===== src/rtl/celery_pkg.sv =====
// Shared pixel types for the rasterizer / scanout slice.
//   rgb565_t       : framebuffer pixel format
//   rgb888_t       : video encoder pixel format, {r,g,b}
//   pix_tag_t      : per-pixel raster flags carried down the scanout delay line
//   rgb565_to_888(): bit-replicating colour expansion
package celery_pkg;

    typedef struct packed {
        logic [4:0] r;
        logic [5:0] g;
        logic [4:0] b;
    } rgb565_t;

    typedef struct packed {
        logic [7:0] r;
        logic [7:0] g;
        logic [7:0] b;
    } rgb888_t;

    // hsync/vsync are stored as "sync window active" (polarity applied at the output)
    typedef struct packed {
        logic de;
        logic hsync;
        logic vsync;
        logic first;
        logic issued;
    } pix_tag_t;

    // Replicating the top bits makes full-scale 565 map to full-scale 888
    function automatic rgb888_t rgb565_to_888(input rgb565_t c);
        rgb888_t o;
        o.r = {c.r, c.r[4:2]};
        o.g = {c.g, c.g[5:4]};
        o.b = {c.b, c.b[4:2]};
        return o;
    endfunction

endpackage


===== src/rtl/video_timing_gen.sv =====
// Raster timing counters for the scanout engine.
// Per axis the raw order is: active, front porch, sync, back porch.
// Ports:
//   clk, rst     : pixel clock, synchronous active-high reset
//   h_cnt, v_cnt : current raster position (0..TOTAL-1)
//   active       : position lies in the active area
//   hsync, vsync : position lies in the sync window (active-high, raw)
//   first_pixel  : position is (0,0)
module video_timing_gen #(
    parameter int unsigned H_ACTIVE = 640,
    parameter int unsigned H_FP     = 16,
    parameter int unsigned H_SYNC   = 96,
    parameter int unsigned H_BP     = 48,
    parameter int unsigned V_ACTIVE = 480,
    parameter int unsigned V_FP     = 10,
    parameter int unsigned V_SYNC   = 2,
    parameter int unsigned V_BP     = 33,
    parameter int unsigned HW       = $clog2(H_ACTIVE + H_FP + H_SYNC + H_BP),
    parameter int unsigned VW       = $clog2(V_ACTIVE + V_FP + V_SYNC + V_BP)
) (
    input  logic          clk,
    input  logic          rst,
    output logic [HW-1:0] h_cnt,
    output logic [VW-1:0] v_cnt,
    output logic          active,
    output logic          hsync,
    output logic          vsync,
    output logic          first_pixel
);
    import celery_pkg::*;

    localparam int unsigned H_TOTAL  = H_ACTIVE + H_FP + H_SYNC + H_BP;
    localparam int unsigned V_TOTAL  = V_ACTIVE + V_FP + V_SYNC + V_BP;
    localparam int unsigned HS_BEGIN = H_ACTIVE + H_FP;
    localparam int unsigned HS_END   = HS_BEGIN + H_SYNC;
    localparam int unsigned VS_BEGIN = V_ACTIVE + V_FP;
    localparam int unsigned VS_END   = VS_BEGIN + V_SYNC;

    always_ff @(posedge clk) begin
        if (rst) begin
            h_cnt <= '0;
            v_cnt <= '0;
        end else if (32'(h_cnt) == H_TOTAL - 1) begin
            h_cnt <= '0;
            if (32'(v_cnt) == V_TOTAL - 1)
                v_cnt <= '0;
            else
                v_cnt <= v_cnt + 1'b1;
        end else begin
            h_cnt <= h_cnt + 1'b1;
        end
    end

    always_comb begin
        active      = (32'(h_cnt) < H_ACTIVE) && (32'(v_cnt) < V_ACTIVE);
        hsync       = (32'(h_cnt) >= HS_BEGIN) && (32'(h_cnt) < HS_END);
        vsync       = (32'(v_cnt) >= VS_BEGIN) && (32'(v_cnt) < VS_END);
        first_pixel = (h_cnt == '0) && (v_cnt == '0);
    end

endmodule


===== src/rtl/fb_scanout.sv =====
// Video scanout engine: walks the raster, fetches one RGB565 pixel per clock
// from the framebuffer read port and drives RGB888 + syncs to the encoder.
// Ports:
//   clk, rst                  : pixel clock, synchronous active-high reset
//   enable                    : 0 = timing keeps running, no reads, de/rgb forced 0
//   border_color              : shown for active pixels outside the FB and on underflow
//   fb_read_x/y/en            : registered read request, one pixel per cycle
//   fb_read_data/valid        : read return, READ_LATENCY cycles after fb_read_en
//   vid_rgb/hsync/vsync/de    : registered video outputs
//   frame_start               : pulse with output pixel (0,0)
//   underflow                 : pulse with a pixel whose read returned no data
module fb_scanout #(
    parameter int unsigned H_ACTIVE         = 640,
    parameter int unsigned H_FP             = 16,
    parameter int unsigned H_SYNC           = 96,
    parameter int unsigned H_BP             = 48,
    parameter int unsigned V_ACTIVE         = 480,
    parameter int unsigned V_FP             = 10,
    parameter int unsigned V_SYNC           = 2,
    parameter int unsigned V_BP             = 33,
    parameter int unsigned SYNC_ACTIVE_HIGH = 0,
    parameter int unsigned FB_WIDTH         = 640,
    parameter int unsigned FB_HEIGHT        = 480,
    parameter int unsigned READ_LATENCY     = 1,
    localparam int unsigned XW = (FB_WIDTH  > 1) ? $clog2(FB_WIDTH)  : 1,
    localparam int unsigned YW = (FB_HEIGHT > 1) ? $clog2(FB_HEIGHT) : 1
) (
    input  logic                clk,
    input  logic                rst,
    input  logic                enable,
    input  celery_pkg::rgb565_t border_color,
    output logic [XW-1:0]       fb_read_x,
    output logic [YW-1:0]       fb_read_y,
    output logic                fb_read_en,
    input  celery_pkg::rgb565_t fb_read_data,
    input  logic                fb_read_valid,
    output celery_pkg::rgb888_t vid_rgb,
    output logic                vid_hsync,
    output logic                vid_vsync,
    output logic                vid_de,
    output logic                frame_start,
    output logic                underflow
);
    import celery_pkg::*;

    localparam int unsigned HW = $clog2(H_ACTIVE + H_FP + H_SYNC + H_BP);
    localparam int unsigned VW = $clog2(V_ACTIVE + V_FP + V_SYNC + V_BP);
    localparam logic SYNC_ON = (SYNC_ACTIVE_HIGH != 0);

    logic [HW-1:0] h_cnt;
    logic [VW-1:0] v_cnt;
    logic          raw_active;
    logic          raw_hsync;
    logic          raw_vsync;
    logic          raw_first;

    video_timing_gen #(
        .H_ACTIVE (H_ACTIVE),
        .H_FP     (H_FP),
        .H_SYNC   (H_SYNC),
        .H_BP     (H_BP),
        .V_ACTIVE (V_ACTIVE),
        .V_FP     (V_FP),
        .V_SYNC   (V_SYNC),
        .V_BP     (V_BP),
        .HW       (HW),
        .VW       (VW)
    ) u_timing (
        .clk         (clk),
        .rst         (rst),
        .h_cnt       (h_cnt),
        .v_cnt       (v_cnt),
        .active      (raw_active),
        .hsync       (raw_hsync),
        .vsync       (raw_vsync),
        .first_pixel (raw_first)
    );

    pix_tag_t tag_now;
    logic     in_fb;

    always_comb begin
        in_fb          = raw_active && (32'(h_cnt) < FB_WIDTH) && (32'(v_cnt) < FB_HEIGHT);
        tag_now.de     = raw_active && enable;
        tag_now.hsync  = raw_hsync;
        tag_now.vsync  = raw_vsync;
        tag_now.first  = raw_first;
        tag_now.issued = in_fb && enable;
    end

    // pipe[0] is the fetch stage (same cycle as fb_read_en); pipe[READ_LATENCY]
    // is the stage whose read data is on fb_read_data right now.
    pix_tag_t pipe [READ_LATENCY+1];

    always_ff @(posedge clk) begin
        if (rst) begin
            fb_read_en <= 1'b0;
            fb_read_x  <= '0;
            fb_read_y  <= '0;
            for (int unsigned i = 0; i <= READ_LATENCY; i++)
                pipe[i] <= '0;
        end else begin
            fb_read_en <= tag_now.issued;
            fb_read_x  <= XW'(h_cnt);
            fb_read_y  <= YW'(v_cnt);
            pipe[0]    <= tag_now;
            for (int unsigned i = 1; i <= READ_LATENCY; i++)
                pipe[i] <= pipe[i-1];
        end
    end

    pix_tag_t cap;
    rgb565_t  pix;
    logic     uf_next;

    // Valid data without a matching issued read is simply ignored.
    always_comb begin
        cap     = pipe[READ_LATENCY];
        pix     = border_color;
        uf_next = 1'b0;
        if (cap.issued) begin
            if (fb_read_valid)
                pix = fb_read_data;
            else
                uf_next = 1'b1;
        end
    end

    always_ff @(posedge clk) begin
        if (rst) begin
            vid_rgb     <= '0;
            vid_de      <= 1'b0;
            vid_hsync   <= ~SYNC_ON;
            vid_vsync   <= ~SYNC_ON;
            frame_start <= 1'b0;
            underflow   <= 1'b0;
        end else begin
            vid_de      <= cap.de;
            vid_rgb     <= cap.de ? rgb565_to_888(pix) : '0;
            vid_hsync   <= cap.hsync ? SYNC_ON : ~SYNC_ON;
            vid_vsync   <= cap.vsync ? SYNC_ON : ~SYNC_ON;
            frame_start <= cap.first;
            underflow   <= uf_next;
        end
    end

endmodule


===== config.mk =====
export PLATFORM = sky130hd
export DESIGN_NAME = fb_scanout
export DESIGN_NICKNAME = d
export VERILOG_FILES = /design/src/rtl/celery_pkg.sv /design/src/rtl/video_timing_gen.sv /design/src/rtl/fb_scanout.sv
export SDC_FILE = /design/constraint.sdc
export NUM_CORES = 1
export LEC_CHECK = 0
export BUFFER_PORTS_ARGS = -buffer_cell sky130_fd_sc_hd__buf_2
export CORE_MARGIN = 2
export CORE_UTILIZATION = 52
export CTS_CLUSTER_DIAMETER = 40
export DETAILED_ROUTE_END_ITERATION = 12
export PLACE_DENSITY = 0.78
export SYNTH_ARGS = -nofsm -noshare
export SYNTH_HDL_FRONTEND = slang
export SYNTH_SLANG_ARGS = --single-unit

===== constraint.sdc =====
create_clock -name clk -period 5.1 [get_ports clk]
set_input_delay 0.51 -clock clk [delete_from_list [all_inputs] [get_ports clk]]
set_output_delay 0.51 -clock clk [all_outputs]
set_load 0.01 [all_outputs]

==> flow_summary_export.csv <==
group,metric,value,unit
outcome,outcome,"finished, final reports clean",
placed_design,dp.cells,371,
setup_path,crit_slowest_cell,"o21bai_1",
synth,syn-instance-count,254,
cts,cts_resized,0,
synth,synth_seq_area_share,54.0,%
sta,setup_viol,0,
cts,hold_buffers,0,
drt,top_layer,"met4",
setup_path,cp_num_buf_inv,0,
sta,hold_viol,0,
drt,final_antenna_net_count,0,
setup_path,cp_max_fo,11,
sta,drv_slew,0,
synth,yosysTopAreaCell,"dfxtp_1",
die,io_pins,85,
drt,route.detailed.drc,0,
synth,muxShareOfSynthArea,6.36,%
power,ir_drop,224,uV
sta,relSlewSlack,57.5,%
sta,min_period,2.09,ns
cts,ctsRootBufferMaster,"clkbuf_8",
cells_and_area,stdcell_area,3060,um^2
drt,dr_wl_met3,449,um
placed_design,gp_congestion,0.829,
grt,antenna_found_initial,0,
drt,drt_first_pass_iters,4,
die,die_area,5420,um^2
synth,synth_seq_cells,68,
synth,synth-compound-area-share,3.53,%
die,row_count,25,
synth,yosysUniqueCellTypes,35,
setup_path,worstPathRequired,5.30,ns
setup_path,crit_path_start_kind,"flop",
synth,syn_area_per_cell,9.92,um^2
cts,cts_tree,"built",
synth,async_reset_ff_share,0,%
synth,synth_edf_count,0,
worst_hold_path,hp-class,"reg2reg",
synth,synth_top_family_by_area,"simple AND/OR/NAND/NOR gates",
cells_and_area,areaGrowthSynthToFinish,21.6,%
cells_and_area,fin_cells,387,
power,p_leak,0.00140,uW
placed_design,post_dp_cell_area,2880,um^2
die,start_util,53.7,%
cells_and_area,n_antenna_cell,0,
grt,grt_overflow,0,
sta,rsz0062_at_grt,"no",
drt,route.met2.wl,2400,um
power,power_density,328,nW/um^2
sta,finalClockSkew,0.00562,ns
cells_and_area,utilization,65.3,%
cts,numCtsBuffers,9,
sta,clock.fmax,479,MHz
synth,ys.flop_type,"dfxtp_1",
setup_path,worstSetupEndpointType,"flop",
grt,grt_max_degree,37,
die,core,4690,um^2
grt,grt_pass1_wl,7640,um
drt,drt_wl_total,5060,um
drt,vias,1988,
setup_path,worstPathCellList,"ha_1, nand4_1, or3_4, o21bai_1, nor2_1",
sta,hold_slack,0.378,ns
drt,routedWlPerCell,13.1,um
cts,clock_latency,0.34,ns
cells_and_area,nets,368,
sta,fin_tns_setup,0,ns
synth,synth-simple-area-share,24.0,%
sta,min_period_over_period,41.0,%
drt,via_per_inst,5.14,
cts,cts.htree.levels,3,
die,dieWidth,73.6,um
setup_path,cpPeakStageDelay,0.50,ns
synth,yosys_warnings,0,
die,die_y,73.6,um
placed_design,hpwl,3660,um
synth,synth_top_area_share,54.0,%
synth,netlist_top_cells_area,"dfxtp_1 (54%), mux2i_1 (6.4%), nor2_1 (5.7%)",
cts,clk_pin_slew,0.07,ns
placed_design,io_buffers,84,
synth,synthTopCellsByCount,"dfxtp_1 (68), nor2_1 (38), nor2b_1 (20)",
cts,postCtsSetupBuffers,0,
synth,netlist_area,2520,um^2
synth,synth_most_common_cell,"dfxtp_1",
setup_path,path_delay_family,"simple AND/OR/NAND/NOR gates",
sta,worstMarginPinSlew,0.638,ns
setup_path,worstPathArrival,2.29,ns
drt,wl_met1,2150,um
synth,synth_fa_ha_area_share,1.99,%
cts,max-clock-path-buffers,2,
grt,grt_pass1_vias,1679,
grt,grt.total_usage,19.0,%
synth,synth-xor-area-share,3.83,%
flow_run,max-cap-violations,0,
setup_path,criticalPathCategory,"reg2reg",
cts,cts_sinks,68,
cells_and_area,layout-drive-gt1-share,30.6,%
synth,synth_nets,294,
drt,drt_iter0_drc,70,
-- report_power, final --
group	total, uW	internal (uW)	switching, uW
sequential	544	539	4.50
clock	409	223	185
combinational	51.8	25.6	26.2
-- cells in the final DEF, fill, tap and decap left out, types with 3 or more instances in the layout --
cell,count
buf_2,84
xor2_1,3
or4b_2,3
clkbuf_8,9
ha_1,4
inv_1,8
clkinv_2,3
nand4_1,5
xnor2_1,8
nand3_1,9
nor3_1,4
nor2b_1,20
o41ai_1,3
nor4_1,7
mux2i_1,16
or4_1,3
nand2_1,8
dfxtp_1,68
a21oi_1,7
nand2b_1,4
nor2_1,38
-- metrics by stage --
| stage | setup WS, ns | total power [uW] |
|---|---|---|
| final | 3.01 | 1000 |
| after global routing | 2.84 | 1050 |
| after floorplan | 3.13 | 586 |
| after CTS | 2.99 | 1020 |
| after global placement | 3.08 | 607 |
| after detailed placement | 2.99 | 608 |
-- path summary, 6_finish.rpt --
check / cells past startpoint / start / end / slack (ns)
max reg2reg: 5 / u_timing.h_cnt[0]$_SDFF_PP0_ / u_timing.v_cnt[2]$_SDFFE_PP0N_ / 3.01
max: 5 / u_timing.h_cnt[0]$_SDFF_PP0_ / u_timing.v_cnt[2]$_SDFFE_PP0N_ / 3.01
min: 1 / pipe[0][8]$_SDFF_PP0_ / vid_hsync$_SDFF_PP1_ / 0.38
min reg2reg: 1 / pipe[0][8]$_SDFF_PP0_ / vid_hsync$_SDFF_PP1_ / 0.38
-- metal layers --
| metal | track usage [%] | up-vias |
|---|---|---|
| met5 | 0 | - |
| met4 | 9.70 | 0 |
| met3 | 6.45 | 7 |
| met2 | 31.2 | 86 |
| met1 | 22.0 | 898 |
| li1 | - | 997 |
-- worst register-to-register path, stage by stage (launching register included) --
cell	delay, ns
dfxtp_1	0.39
ha_1	0.24
nand4_1	0.24
or3_4	0.46
o21bai_1	0.51
nor2_1	0.12
-- layout make-up --
cell class / instances / area, um^2
timing repair buffer: 84 / 420
clock inverter: 5 / 52.6
inverter: 8 / 30.0
clock buffer: 11 / 131
tap: 54 / 67.6
sequential: 68 / 1360
fill: 401 / 1630
multi-input combinational: 157 / 1000
-- sequential cells by signal, indices dropped and copies added, names as in the netlist --
register / cells
vid_de: 1
frame_start: 1
fb_read_y: 9
vid_vsync: 1
vid_hsync: 1
underflow: 1
u_timing.h_cnt: 10
vid_rgb: 16
pipe: 8
fb_read_x: 10
u_timing.v_cnt: 10
-- cell families after synthesis --
| family | count (synthesis) |
|---|---|
| flip-flops | 68 |
| AO/OA/AOI/OAI | 14 |
| multiplexers | 16 |
| XOR/XNOR | 11 |
| adder cells (fa/ha/maj) | 4 |
| AND/OR/NAND/NOR | 112 |
| buffers and inverters | 29 |
No activity file was read; power rests on OpenSTA's default activity.
